==> config.mk <==
export PLATFORM = sky130hd
export DESIGN_NAME = multicycle_controller
export DESIGN_NICKNAME = d
export VERILOG_FILES = /design/src/rtl/multicycle_controller.sv
export SDC_FILE = /design/constraint.sdc
export NUM_CORES = 1
export LEC_CHECK = 0
export ABC_AREA = 0
export CORE_AREA = 8 8 46 48
export DETAILED_ROUTE_END_ITERATION = 12
export DIE_AREA = 0 0 54 56
export PLACE_DENSITY_LB_ADDON = 0.2
export SLEW_MARGIN = 20
export SYNTH_ARGS = -nofsm -noshare
export SYNTH_HDL_FRONTEND = slang
export SYNTH_SLANG_ARGS = --single-unit
==> constraint.sdc <==
create_clock -name clk -period 3.04 [get_ports clk]
set_clock_uncertainty 0.2 [all_clocks]
set_input_delay 0.456 -clock clk [delete_from_list [all_inputs] [get_ports clk]]
set_output_delay 0.456 -clock clk [all_outputs]
set_load 0.01 [all_outputs]
==> src/rtl/multicycle_controller.sv <==
// Moore control FSM for a multicycle MIPS-style datapath.
// Control outputs decode from the registered state and are forced low while rst is high.
module multicycle_controller (
  input  logic       clk,
  input  logic       rst,
  input  logic [5:0] opcode,
  input  logic       zero,
  output logic       pc_en,
  output logic       pc_write,
  output logic       pc_write_cond,
  output logic       iord,
  output logic       mem_read,
  output logic       mem_write,
  output logic       ir_write,
  output logic       reg_dst,
  output logic       mem_to_reg,
  output logic       reg_write,
  output logic       alu_src_a,
  output logic [1:0] alu_src_b,
  output logic [1:0] alu_op,
  output logic [1:0] pc_source,
  output logic [3:0] state
);

  localparam logic [5:0] OP_RTYPE = 6'b000000;
  localparam logic [5:0] OP_J     = 6'b000010;
  localparam logic [5:0] OP_BEQ   = 6'b000100;
  localparam logic [5:0] OP_ADDI  = 6'b001000;
  localparam logic [5:0] OP_LW    = 6'b100011;
  localparam logic [5:0] OP_SW    = 6'b101011;

  typedef enum logic [3:0] {
    S_FETCH  = 4'd0,
    S_DECODE = 4'd1,
    S_MEMADR = 4'd2,
    S_MEMRD  = 4'd3,
    S_MEMWB  = 4'd4,
    S_MEMWR  = 4'd5,
    S_EXEC   = 4'd6,
    S_RWB    = 4'd7,
    S_BRANCH = 4'd8,
    S_JUMP   = 4'd9,
    S_ADDIEX = 4'd10,
    S_ADDIWB = 4'd11
  } state_t;

  state_t     r_state;
  state_t     w_next;

  logic       w_pc_write;
  logic       w_pc_write_cond;
  logic       w_iord;
  logic       w_mem_read;
  logic       w_mem_write;
  logic       w_ir_write;
  logic       w_reg_dst;
  logic       w_mem_to_reg;
  logic       w_reg_write;
  logic       w_alu_src_a;
  logic [1:0] w_alu_src_b;
  logic [1:0] w_alu_op;
  logic [1:0] w_pc_source;

  always_ff @(posedge clk or posedge rst) begin
    if (rst) r_state <= S_FETCH;
    else     r_state <= w_next;
  end

  // Next-state logic; unused encodings fall back to FETCH
  always_comb begin
    w_next = S_FETCH;
    case (r_state)
      S_FETCH:  w_next = S_DECODE;
      S_DECODE: begin
        case (opcode)
          OP_LW, OP_SW: w_next = S_MEMADR;
          OP_RTYPE:     w_next = S_EXEC;
          OP_BEQ:       w_next = S_BRANCH;
          OP_ADDI:      w_next = S_ADDIEX;
          OP_J:         w_next = S_JUMP;
          default:      w_next = S_FETCH;
        endcase
      end
      S_MEMADR: w_next = (opcode == OP_SW) ? S_MEMWR : S_MEMRD;
      S_MEMRD:  w_next = S_MEMWB;
      S_EXEC:   w_next = S_RWB;
      S_ADDIEX: w_next = S_ADDIWB;
      default:  w_next = S_FETCH;
    endcase
  end

  // Per-state control decode
  always_comb begin
    w_pc_write      = 1'b0;
    w_pc_write_cond = 1'b0;
    w_iord          = 1'b0;
    w_mem_read      = 1'b0;
    w_mem_write     = 1'b0;
    w_ir_write      = 1'b0;
    w_reg_dst       = 1'b0;
    w_mem_to_reg    = 1'b0;
    w_reg_write     = 1'b0;
    w_alu_src_a     = 1'b0;
    w_alu_src_b     = 2'b00;
    w_alu_op        = 2'b00;
    w_pc_source     = 2'b00;
    case (r_state)
      S_FETCH: begin
        w_mem_read  = 1'b1;
        w_ir_write  = 1'b1;
        w_pc_write  = 1'b1;
        w_alu_src_b = 2'b01;
      end
      S_DECODE: w_alu_src_b = 2'b11;
      S_MEMADR, S_ADDIEX: begin
        w_alu_src_a = 1'b1;
        w_alu_src_b = 2'b10;
      end
      S_MEMRD: begin
        w_mem_read = 1'b1;
        w_iord     = 1'b1;
      end
      S_MEMWB: begin
        w_reg_write  = 1'b1;
        w_mem_to_reg = 1'b1;
      end
      S_MEMWR: begin
        w_mem_write = 1'b1;
        w_iord      = 1'b1;
      end
      S_EXEC: begin
        w_alu_src_a = 1'b1;
        w_alu_op    = 2'b10;
      end
      S_RWB: begin
        w_reg_write = 1'b1;
        w_reg_dst   = 1'b1;
      end
      S_BRANCH: begin
        w_alu_src_a     = 1'b1;
        w_pc_write_cond = 1'b1;
        w_alu_op        = 2'b01;
        w_pc_source     = 2'b01;
      end
      S_JUMP: begin
        w_pc_write  = 1'b1;
        w_pc_source = 2'b10;
      end
      S_ADDIWB: w_reg_write = 1'b1;
      default: ;
    endcase
  end

  // Reset masks every strobe asynchronously so an aborted instruction leaves nothing asserted
  assign pc_write      = w_pc_write      & ~rst;
  assign pc_write_cond = w_pc_write_cond & ~rst;
  assign iord          = w_iord          & ~rst;
  assign mem_read      = w_mem_read      & ~rst;
  assign mem_write     = w_mem_write     & ~rst;
  assign ir_write      = w_ir_write      & ~rst;
  assign reg_dst       = w_reg_dst       & ~rst;
  assign mem_to_reg    = w_mem_to_reg    & ~rst;
  assign reg_write     = w_reg_write     & ~rst;
  assign alu_src_a     = w_alu_src_a     & ~rst;
  assign alu_src_b     = w_alu_src_b     & {2{~rst}};
  assign alu_op        = w_alu_op        & {2{~rst}};
  assign pc_source     = w_pc_source     & {2{~rst}};
  assign pc_en         = (w_pc_write | (w_pc_write_cond & zero)) & ~rst;
  assign state         = r_state;

endmodule

After elaboration in Yosys (flattened, before gate mapping):

Index checks and enable logic that the tools add are counted.

* register bits: 4
* input bits: 9

* eq/ne operators: 16
* multiplexer cells: 16
* bitwise gates (word level): 17
* reduce and logical (&&, ||, !) cells: 9

Operators with widths (count)
* $pmux W4 S6: 1
* $pmux W4 S5: 1
* $eq A4 B3 Y1 const B: 4
* $eq A4 B4 Y1 const B: 4
* $and A1 B1 Y1: 12
* $eq A6 B6 Y1 const B: 2
* $mux W1: 10
* $reduce_or A2 Y1: 5
* $eq A4 B2 Y1 const B: 2
* $pmux W2 S2: 2
* $and A2 B2 Y2: 3
* $eq A6 B2 Y1 const B: 1
* $eq A6 B3 Y1 const B: 1
* $eq A6 B4 Y1 const B: 1
* $logic_not A6 Y1: 1
* $pmux W2 S3: 1
* $eq A4 B1 Y1 const B: 1
* $logic_not A4 Y1: 1
* $reduce_or A4 Y1: 1
* $mux W3: 1
* $reduce_or A3 Y1: 1
* $not A1 Y1: 1
* $or A1 B1 Y1: 1

Logic depth before layout (Yosys ltp):

Gate-level depths: netlist of run 1.

* depth after elaboration: 5
* depth in mapped cells: 5
* depth with buffers taken out: 3

Worst setup path before layout of run 1:

No wires, ideal clock.

* path type: register -> output
* from: register r_state[1], in the netlist state[1]
* to: output port pc_source[0]
* data arrival time: 1.541 ns
* data required time: 2.384 ns
* slack: 0.843 ns
* cell stages (with the launch flop): 5
* path buffers: 2
* cells stage by stage: dfrtp_1 buf_6 or2_2 nor4_1 buf_4

* longest elaborated chain between the ends: 3
* elaborated cells between the ends (all ways): 4
* classes of those cells: eq/ne (2); mux (1); bitwise (1)

RTL lines
* from (decl): RTL line 47 `state_t r_state;`
* from (signal assigned): RTL line 66 `else r_state <= w_next;`
* $eq A4 B4 Y1: RTL line 107 `case (r_state)`
* $pmux W2 S2 (*): RTL line 107
* $and A2 B2 Y2 (*): RTL line 167 `assign pc_source = w_pc_source & {2{~rst}};`
* to (decl): RTL line 21 `output logic [1:0] pc_source,`

Mark *: on every way between the ends. The rest lies on a longest branch, timed or not.

Worst setup path in the final report of run 1:

* from: input port rst
* to: output port pc_en

* longest elaborated chain between the ends: 2

RTL lines
* from (decl): RTL line 5 `input logic rst,`
* $not A1 Y1: RTL line 168 `assign pc_en = (w_pc_write | (w_pc_write_cond & zero)) & ~rst;`
* $and A1 B1 Y1: RTL line 168
* to (decl): RTL line 8 `output logic pc_en,`

Every way passes these cells.

==> summary.md, run 1 <==
| Metric | Value |
|---|---|
| Status | `finished, final reports clean` |
| Die area | `0.003024 mm2` |
| Row Count | `14` |
| Sequential share of the synthesized area | `0.1975` |
| I/O pin count | `30` |
| Worst VDD drop | `0.3262 mV` |
| Nets | `111` |
| Number of global-route vias before repair | `569` |
| Register bit total from synthesis | `4` |
| R2R depth | `4` |
| GRT Residual Overflow | `0` |
| PwrDens | `498.3 mW/mm2` |
| Worst R2R End | `state[2]$_DFF_PP0_` |
| Initial antenna violation count | `0` |
| Synth top area share | `0.1975` |
| Final wirelength | `1480 um` |
| Largest register FFs | `4` |
| Setup crit start | `rst` |
| # fillers | `151` |
| Distinct cells, synth | `31` |
| Multi-input logic area | `346.6 um2` |
| Layout area overhead | `60.49%` |
| Async set or reset register ratio after synthesis | `1.000` |
| Slew @ Worst Pin | `0.4799 ns` |
| Cell leakage power | `0.3106 nW` |
| Final Instance Count excl. Fillers | `116` |
| CP Launch Type | `primary input` |
| CP Class | `in2out` |
| Critical path peak fanout | `8` |
| Routability Congestion | `0.7717` |
| Slew Limit Fails | `0` |
| Clock buffer depth | `2` |
| Pre-Repair DR Iteration Count | `4` |
| DRT iter0 DRCs | `4` |
| Register Area | `100.1 um2` |
| Biggest cell delay along the critical path | `0.56 ns` |
| Req. time, crit path | `2.38 ns` |
| Setup crit end kind | `output pin` |
| CP max-delay cell | `clkdlybuf4s50_1` |
| Min cycle time layout | `2.809 ns` |
| Hold Buf Count CTS | `0` |
| H-tree Lvls | `1` |
| Arr. time, crit path | `2.15 ns` |
| Die Y | `56 um` |
| Clock-pin slew on the worst setup and hold paths | `0.04 ns` |
| Initial Util | `0.3528` |
| RR Startpoint | `state[2]$_DFF_PP0_` |
| Rel. slew slack | `0.6800` |
| Critical Path Sink | `pc_en` |
| CTS tree | `yes` |
| Placed Cells | `113` |
| Antenna fix cells | `0` |
| Largest area contributor in the netlist | `dfrtp_1` |
| Synthesized area per cell | `7.038 um2` |
| Hold WC Path Type | `in2async` |
| Mapped Cells | `72` |
| PortBufs | `29` |
| Via-to-Cell Ratio | `5.181` |
| DP Area | `790.8 um2` |
| RSZ-0062 raised after global routing | `no` |
| MaxCap Viol Count | `0` |
| Max Clock Freq | `356.0 MHz` |
| Setup violators final | `0` |
| DRC | `0` |
| Clk sinks | `4` |
| Core area | `0.001436 mm2` |
| Post-Route Utilization | `0.5662` |
| Routed vias | `601` |
| Synth warn | `0` |
| Chip width | `54 um` |
| Ranking of synthesized cells by area | `dfrtp_1, nor2_1, nand2_1, a21oi_1, inv_1` |
| CTS Root Cell | `clkbuf_4` |
| Most used cell along the critical path | `clkdlybuf4s50_1` |
| Num CTS Buffers | `3` |
| Final-report hold violation count | `0` |
| Top FF cell, synth | `dfrtp_1` |
| Post-Syn Area | `506.7 um2` |
| Commonest cells after routing, fill and taps aside | `clkdlybuf4s50_1, nor2_1, nand2_1, inv_1` |
| Worst-Skew Late Latency | `0.24 ns` |
| Design area | `813.3 um2` |
| Setup_tns | `0 ns` |
| Wirelength per Cell | `12.76 um` |
| Post-CTS Resized | `0` |
| Post-CTS setup buffer count | `0` |
| Tot GR Track Use | `0.1028` |
| DRT antenna net count | `0` |
| Layout cells sized above 1 | `0.1000` |
| Post-DP HPWL | `1179 um` |
| Reg2reg setup slack | `1.46 ns` |
| Mapped Nets | `81` |
| Final period util | `0.9239` |
| First-pass GRT wire length | `2435 um` |
| Most common cell after layout, fill and taps aside | `clkdlybuf4s50_1` |
| Number of enable flip-flop cells after synthesis | `0` |
| Pin count of the biggest net entering global routing | `15` |
| CP Cell Sequence | `clkdlybuf4s50_1, or3_4, a211oi_2, clkdlybuf4s50_1` |
==> cells in the mapped netlist (all sizes together), types with 2 or more instances <==
master	instances
nor3	2
nor2	13
xor2	2
inv	5
buf	6
nand2	6
nand3	3
dfrtp	4
o21ai	2
nor2b	3
nor3b	2
a21oi	4
o22ai	2
or3	3
nor4	3
==> cells by family (layout without fill, tap and decap cells) <==
group	Yosys count	count (layout)	synth area share
and+or+nand+nor	40	40	0.4223
DFF	4	4	0.1975
AOI/OAI and AO/OA	14	14	0.2099
xor gates and xnor gates	3	3	0.05186
buffers and inverters	11	39	0.1185
==> final cells by class <==
cell class              instances  share of cell area
flip-flops and latches          4              0.1231
well taps                      16             0.02462
multi-input cells              57              0.4262
clock buffers                   3             0.02769
inverters                       5             0.02308
repair buffers                 31              0.3754
==> layer usage <==
metal | vias up | wire (um) | global-route usage
li1 | 311 | - | -
met1 | 266 | 635 | 0.1051
met2 | 22 | 725 | 0.1791
met3 | 2 | 108 | 0.02674
met4 | 0 | 11 | 0.05282
met5 | - | 0 | 0
==> worst max-delay path: cells and delay by family <==
family	cells	cell delay (ns)
AOI/OAI and AO/OA	1	0.19
buffers and inverters	2	1.10
and+or+nand+nor	1	0.40
==> power breakdown <==
group	leakage [nW]	internal [mW]	total [mW]	switching (mW)
logic	0.244	0.133	0.236	0.103
registers	0.0532	0.0640	0.103	0.0386
clock network	0.0138	0.0442	0.0670	0.0228
total	0.311	0.241	0.405	0.164
==> metrics by stage <==
step | hold slack, ns | power (mW) | setup slack, ns
after floorplan | 0.03535 | 0.2316 | 0.8433
after global routing | 0.5765 | 0.4437 | 0.1435
after global placement | 0.5301 | 0.3390 | 0.2284
final | 0.5309 | 0.4052 | 0.2312
after CTS | 0.5317 | 0.4110 | 0.2142
after detailed placement | 0.5272 | 0.3401 | 0.2249
==> how the worst min path moves through the flow <==
stage                  startpoint                 end  slack, ns  cells after the start
2_1_floorplan                 rst  state[0]$_DFF_PP0_       0.04                      1
3_3_place_gp   state[0]$_DFF_PP0_  state[0]$_DFF_PP0_       0.53                      1
3_5_place_dp   state[0]$_DFF_PP0_  state[0]$_DFF_PP0_       0.53                      1
4_1_cts                       rst  state[0]$_DFF_PP0_       0.53                      3
5_1_grt                       rst  state[0]$_DFF_PP0_       0.58                      3
6_report                      rst  state[0]$_DFF_PP0_       0.53                      3
(Power assumes the default switching activity.)
==> inputs of run 2 (changes only) <==
- CELL_PAD_IN_SITES_DETAIL_PLACEMENT: not set -> 1
- CELL_PAD_IN_SITES_GLOBAL_PLACEMENT: not set -> 1
- CORE_AREA: 8 8 46 48 -> 8 8 54 56
- DIE_AREA: 0 0 54 56 -> 0 0 62 64
- GPL_ROUTABILITY_DRIVEN: not set -> 0
==> run 2 against run 1 <==
Compared with the run above:
- clock power decreased by 1%
- highest routed layer unchanged
- critical path type unchanged
- global-route usage decreased by 1.4 points
- utilization decreased by 17 points
- largest cell class unchanged
- clock-buffer cell count unchanged
==> summary.md, run 2 (synthesized netlist as in run 1, its figures left out) <==
| Metric | Value |
|---|---|
| Die Y | `64 um` |
| CP Launch Type | `primary input` |
| CTS tree | `yes` |
| CTS Root Cell | `clkbuf_4` |
| Slew @ Worst Pin | `0.4167 ns` |
| Clock buffer depth | `2` |
| Num CTS Buffers | `3` |
| DP Area | `813.3 um2` |
| Initial Util | `0.2406` |
| Most common cell after layout, fill and taps aside | `clkdlybuf4s50_1` |
| Setup crit start | `rst` |
| Placed Cells | `126` |
| Initial antenna violation count | `0` |
| GRT Residual Overflow | `0` |
| Total Power | `410.7 uW` |
| RSZ-0062 raised after global routing | `no` |
| Largest register FFs | `4` |
| Chip width | `62 um` |
| First-pass GRT wire length | `2877 um` |
| Core area | `0.002106 mm2` |
| Hold Buf Count CTS | `0` |
| Post-CTS setup buffer count | `0` |
| Cell leakage power | `0.3161 nW` |
| Slew Limit Fails | `0` |
| Setup crit end kind | `output pin` |
| DRT iter0 DRCs | `11` |
| Setup violators final | `0` |
| Post-CTS Resized | `0` |
| I/O pin count | `30` |
| DRT antenna net count | `0` |
| Clock-pin slew on the worst setup and hold paths | `0.04 ns` |
| Hold WC Path Type | `in2async` |
| Arr. time, crit path | `2.19 ns` |
| Die area | `0.003968 mm2` |
| Antenna fix cells | `0` |
| Pin count of the biggest net entering global routing | `15` |
| MaxCap Viol Count | `0` |
| Layout cells sized above 1 | `0.1089` |
| CP Class | `in2out` |
| Row Count | `17` |
| Setup_tns | `0 ns` |
| Final Instance Count excl. Fillers | `129` |
| Via-to-Cell Ratio | `4.845` |
| Min cycle time layout | `2.845 ns` |
| H-tree Lvls | `1` |
| Final-report hold violation count | `0` |
| PwrDens | `491.4 mW/mm2` |
| Req. time, crit path | `2.38 ns` |
| Number of global-route vias before repair | `652` |
| Clk sinks | `4` |
| # fillers | `255` |
| Post-DP HPWL | `1428 um` |
| Design area | `835.8 um2` |
| Commonest cells after routing, fill and taps aside | `clkdlybuf4s50_1, nor2_1, nand2_1, inv_1` |
| Final wirelength | `1707 um` |
| Nets | `112` |
| Worst VDD drop | `0.1789 mV` |
| RR Startpoint | `state[2]$_DFF_PP0_` |
| Rel. slew slack | `0.7222` |
| Final period util | `0.9357` |
| Max Clock Freq | `351.5 MHz` |
| Routed vias | `625` |
| Status | `finished, final reports clean` |
| Tot GR Track Use | `0.08875` |
| Critical path peak fanout | `8` |
| Worst-Skew Late Latency | `0.24 ns` |
| Layout area overhead | `64.94%` |
| Wirelength per Cell | `13.23 um` |
| Pre-Repair DR Iteration Count | `3` |
| WHS | `0.5373 ns` |
| PortBufs | `29` |
| DRC | `0` |
run 2: where the power goes:
part	leakage (nW)	switching, mW	internal, mW	total (mW)
Sequential	0.0532	0.0374	0.0640	0.101
Clock	0.0138	0.0220	0.0442	0.0661
Combinational	0.249	0.110	0.133	0.243
run 2: layout make-up:
cell class	count	area (um2)	share of cell area
clock buffer	3	22.52	0.02695
inverter	5	18.77	0.02246
multi-input combinational	57	346.6	0.4147
sequential	4	100.1	0.1198
tap	28	35.03	0.04192
timing repair buffer	32	312.8	0.3743
run 2: final timing paths:
check / to / slack [ns] / cells after the start
hold / removal: state[2]$_DFF_PP0_ / 0.54 / 3
setup / recovery: pc_en / 0.20 / 4
hold reg to reg: state[2]$_DFF_PP0_ / 0.57 / 2
min in group clk: state[2]$_DFF_PP0_ / 0.57 / 2
setup reg to reg: state[0]$_DFF_PP0_ / 1.39 / 4
max in group asynchronous: state[3]$_DFF_PP0_ / 2.00 / 3
run 2: worst max-delay path, cell delays in order:
cell	delay, ns
clkdlybuf4s50_1	0.55
or3_4	0.41
a211oi_2	0.21
clkdlybuf4s50_1	0.57
run 2: through the flow:
stage | setup slack [ns] | util
detailed placement | 0.1948 | 0.3862
floorplan | 0.8433 | -
CTS | 0.1854 | 0.3969
finish | 0.1953 | 0.3969
global placement | 0.2336 | 0.3862
global route | 0.1219 | 0.3969
run 2: routing by layer:
metal | vias to the layer above | global-route usage | wire length, um
met1 | 283 | 0.1006 | 735
met3 | 2 | 0.01000 | 136
li1 | 318 | - | -
met2 | 22 | 0.1591 | 818
met4 | 0 | 0.03419 | 17
met5 | - | 0 | 0
==> inputs of run 3 (changes only) <==
- MAX_ROUTING_LAYER: not set -> met4
==> run 3 against run 2 <==
Compared with the run above:
- first-iteration DRC count unchanged
- clock power about the same
- via count unchanged
- sequential cell count unchanged
- utilization unchanged
- final area unchanged
- sequential power about the same
- critical path type unchanged
==> summary.md, run 3 (synthesized netlist as in run 1, its figures left out) <==
| Metric | Value |
|---|---|
| Rel. slew slack | `0.7222` |
| Status | `finished, final reports clean` |
| Num CTS Buffers | `3` |
| Worst-Skew Late Latency | `0.24 ns` |
| Layout area overhead | `64.94%` |
| Clk sinks | `4` |
| CP Cell Sequence | `clkdlybuf4s50_1, or3_4, a211oi_2, clkdlybuf4s50_1` |
| Routed vias | `625` |
| CP max-delay cell | `clkdlybuf4s50_1` |
| Initial antenna violation count | `0` |
| Worst R2R End | `state[0]$_DFF_PP0_` |
| Reg2reg setup slack | `1.39 ns` |
| Setup_tns | `0 ns` |
| RSZ-0062 raised after global routing | `no` |
| First-pass GRT wire length | `2877 um` |
| PwrDens | `491.4 mW/mm2` |
| Clock-pin slew on the worst setup and hold paths | `0.04 ns` |
| Post-CTS setup buffer count | `0` |
| Req. time, crit path | `2.38 ns` |
| Most common cell after layout, fill and taps aside | `clkdlybuf4s50_1` |
| CP Class | `in2out` |
| Min cycle time layout | `2.845 ns` |
| Final-report hold violation count | `0` |
| R2R depth | `4` |
| Core area | `0.002106 mm2` |
| Pin count of the biggest net entering global routing | `15` |
| Reg power frac | `0.247` |
| CTS Root Cell | `clkbuf_4` |
| Final wirelength | `1707 um` |
| Die area | `0.003968 mm2` |
| Row Count | `17` |
| Crit path max-delay family | `buffers and inverters` |
| DRC | `0` |
| CTS tree | `yes` |
| H-tree Lvls | `1` |
| Switching Share | `0.4115` |
| Max Clock Freq | `351.5 MHz` |
| Biggest cell delay along the critical path | `0.57 ns` |
| Clock group share of total power | `0.161` |
| Cell leakage power | `0.3161 nW` |
| Antenna fix cells | `0` |
| Switch Pwr | `169.0 uW` |
| Initial Util | `0.2406` |
| Tot GR Track Use | `0.09124` |
| Combinational power share | `0.592` |
| I/O pin count | `30` |
| RR Startpoint | `state[2]$_DFF_PP0_` |
| Commonest cells after routing, fill and taps aside | `clkdlybuf4s50_1, nor2_1, nand2_1, inv_1` |
| Slew Limit Fails | `0` |
| DRT iter0 DRCs | `11` |
| Pre-Repair DR Iteration Count | `3` |
| Layout cells sized above 1 | `0.1089` |
| Hold Buf Count CTS | `0` |
| Most used cell along the critical path | `clkdlybuf4s50_1` |
| Largest register FFs | `4` |
| Clock buffer depth | `2` |
| Post-CTS Resized | `0` |
| Final period util | `0.9357` |
| Bufs and invs on worst path | `2` |
| Slew @ Worst Pin | `0.4167 ns` |
| PortBufs | `29` |
| Nets | `112` |
| Internal | `241.7 uW` |
| Number of global-route vias before repair | `652` |
| Die Y | `64 um` |
| Via-to-Cell Ratio | `4.845` |
| CP Launch Type | `primary input` |
| Post-DP HPWL | `1428 um` |
| WHS | `0.5373 ns` |
| Worst VDD drop | `0.1789 mV` |
| GRT Residual Overflow | `0` |
| Setup crit end kind | `output pin` |
| DRT antenna net count | `0` |
| Wirelength per Cell | `13.23 um` |
| Chip width | `62 um` |
| Hold WC Path Type | `in2async` |
| Arr. time, crit path | `2.19 ns` |
| MaxCap Viol Count | `0` |
| Setup violators final | `0` |
| Critical path peak fanout | `8` |
-- run 3: cell counts in the layout (fill, tap and decap cells not counted) --
No cell type changed its count.
-- run 3: cell type report --
| type | count | area, um2 |
|---|---|---|
| timing repair buffer | 32 | 312.8 |
| fill | 255 | 1270 |
| multi-input combinational | 57 | 346.6 |
| tap | 28 | 35.03 |
| sequential | 4 | 100.1 |
| clock buffer | 3 | 22.52 |
| inverter | 5 | 18.77 |
-- run 3: through the flow --
stage	cell area, um2	utilization	power (mW)	setup slack (ns)	cells
after floorplan	506.7	-	0.2316	0.8433	72
after global placement	813.3	0.3862	0.3456	0.2336	126
after detailed placement	813.3	0.3862	0.3486	0.1948	126
after CTS	835.8	0.3969	0.4159	0.1854	129
after global routing	835.8	0.3969	0.4423	0.1219	129
final	835.8	0.3969	0.4107	0.1953	129
-- run 3: power by group through the flow --
stage	sequential, mW	combinational (mW)	clock, mW
6_report	0.101	0.243	0.0661
5_1_grt	0.107	0.266	0.0691
4_1_cts	0.101	0.247	0.0678
3_5_place_dp	0.102	0.246	0
3_3_place_gp	0.104	0.242	0
2_1_floorplan	0.0789	0.153	0
-- run 3: worst max path at each step --
stage,start,end,slack (ns),cells past startpoint
global route,rst,pc_en,0.12,4
CTS,rst,pc_en,0.19,4
global placement,rst,pc_en,0.23,4
detailed placement,rst,pc_en,0.19,4
floorplan,state[1]$_DFF_PP0_,pc_source[0],0.84,4
finish,rst,pc_en,0.20,4
-- run 3: routing by layer --
metal | routed length (um) | track usage | up-vias | share of wire
met1 | 749 | 0.1029 | 283 | 0.44
li1 | - | - | 318 | -
met5 | 0 | - | - | 0
met4 | 17 | 0.03419 | 0 | 0.010
met2 | 818 | 0.1591 | 22 | 0.48
met3 | 122 | 0.006000 | 2 | 0.071
-- run 3: tightest hold or removal path: cells and delay by family --
family,cells,cell delay [ns]
buf+inv,3,0.84
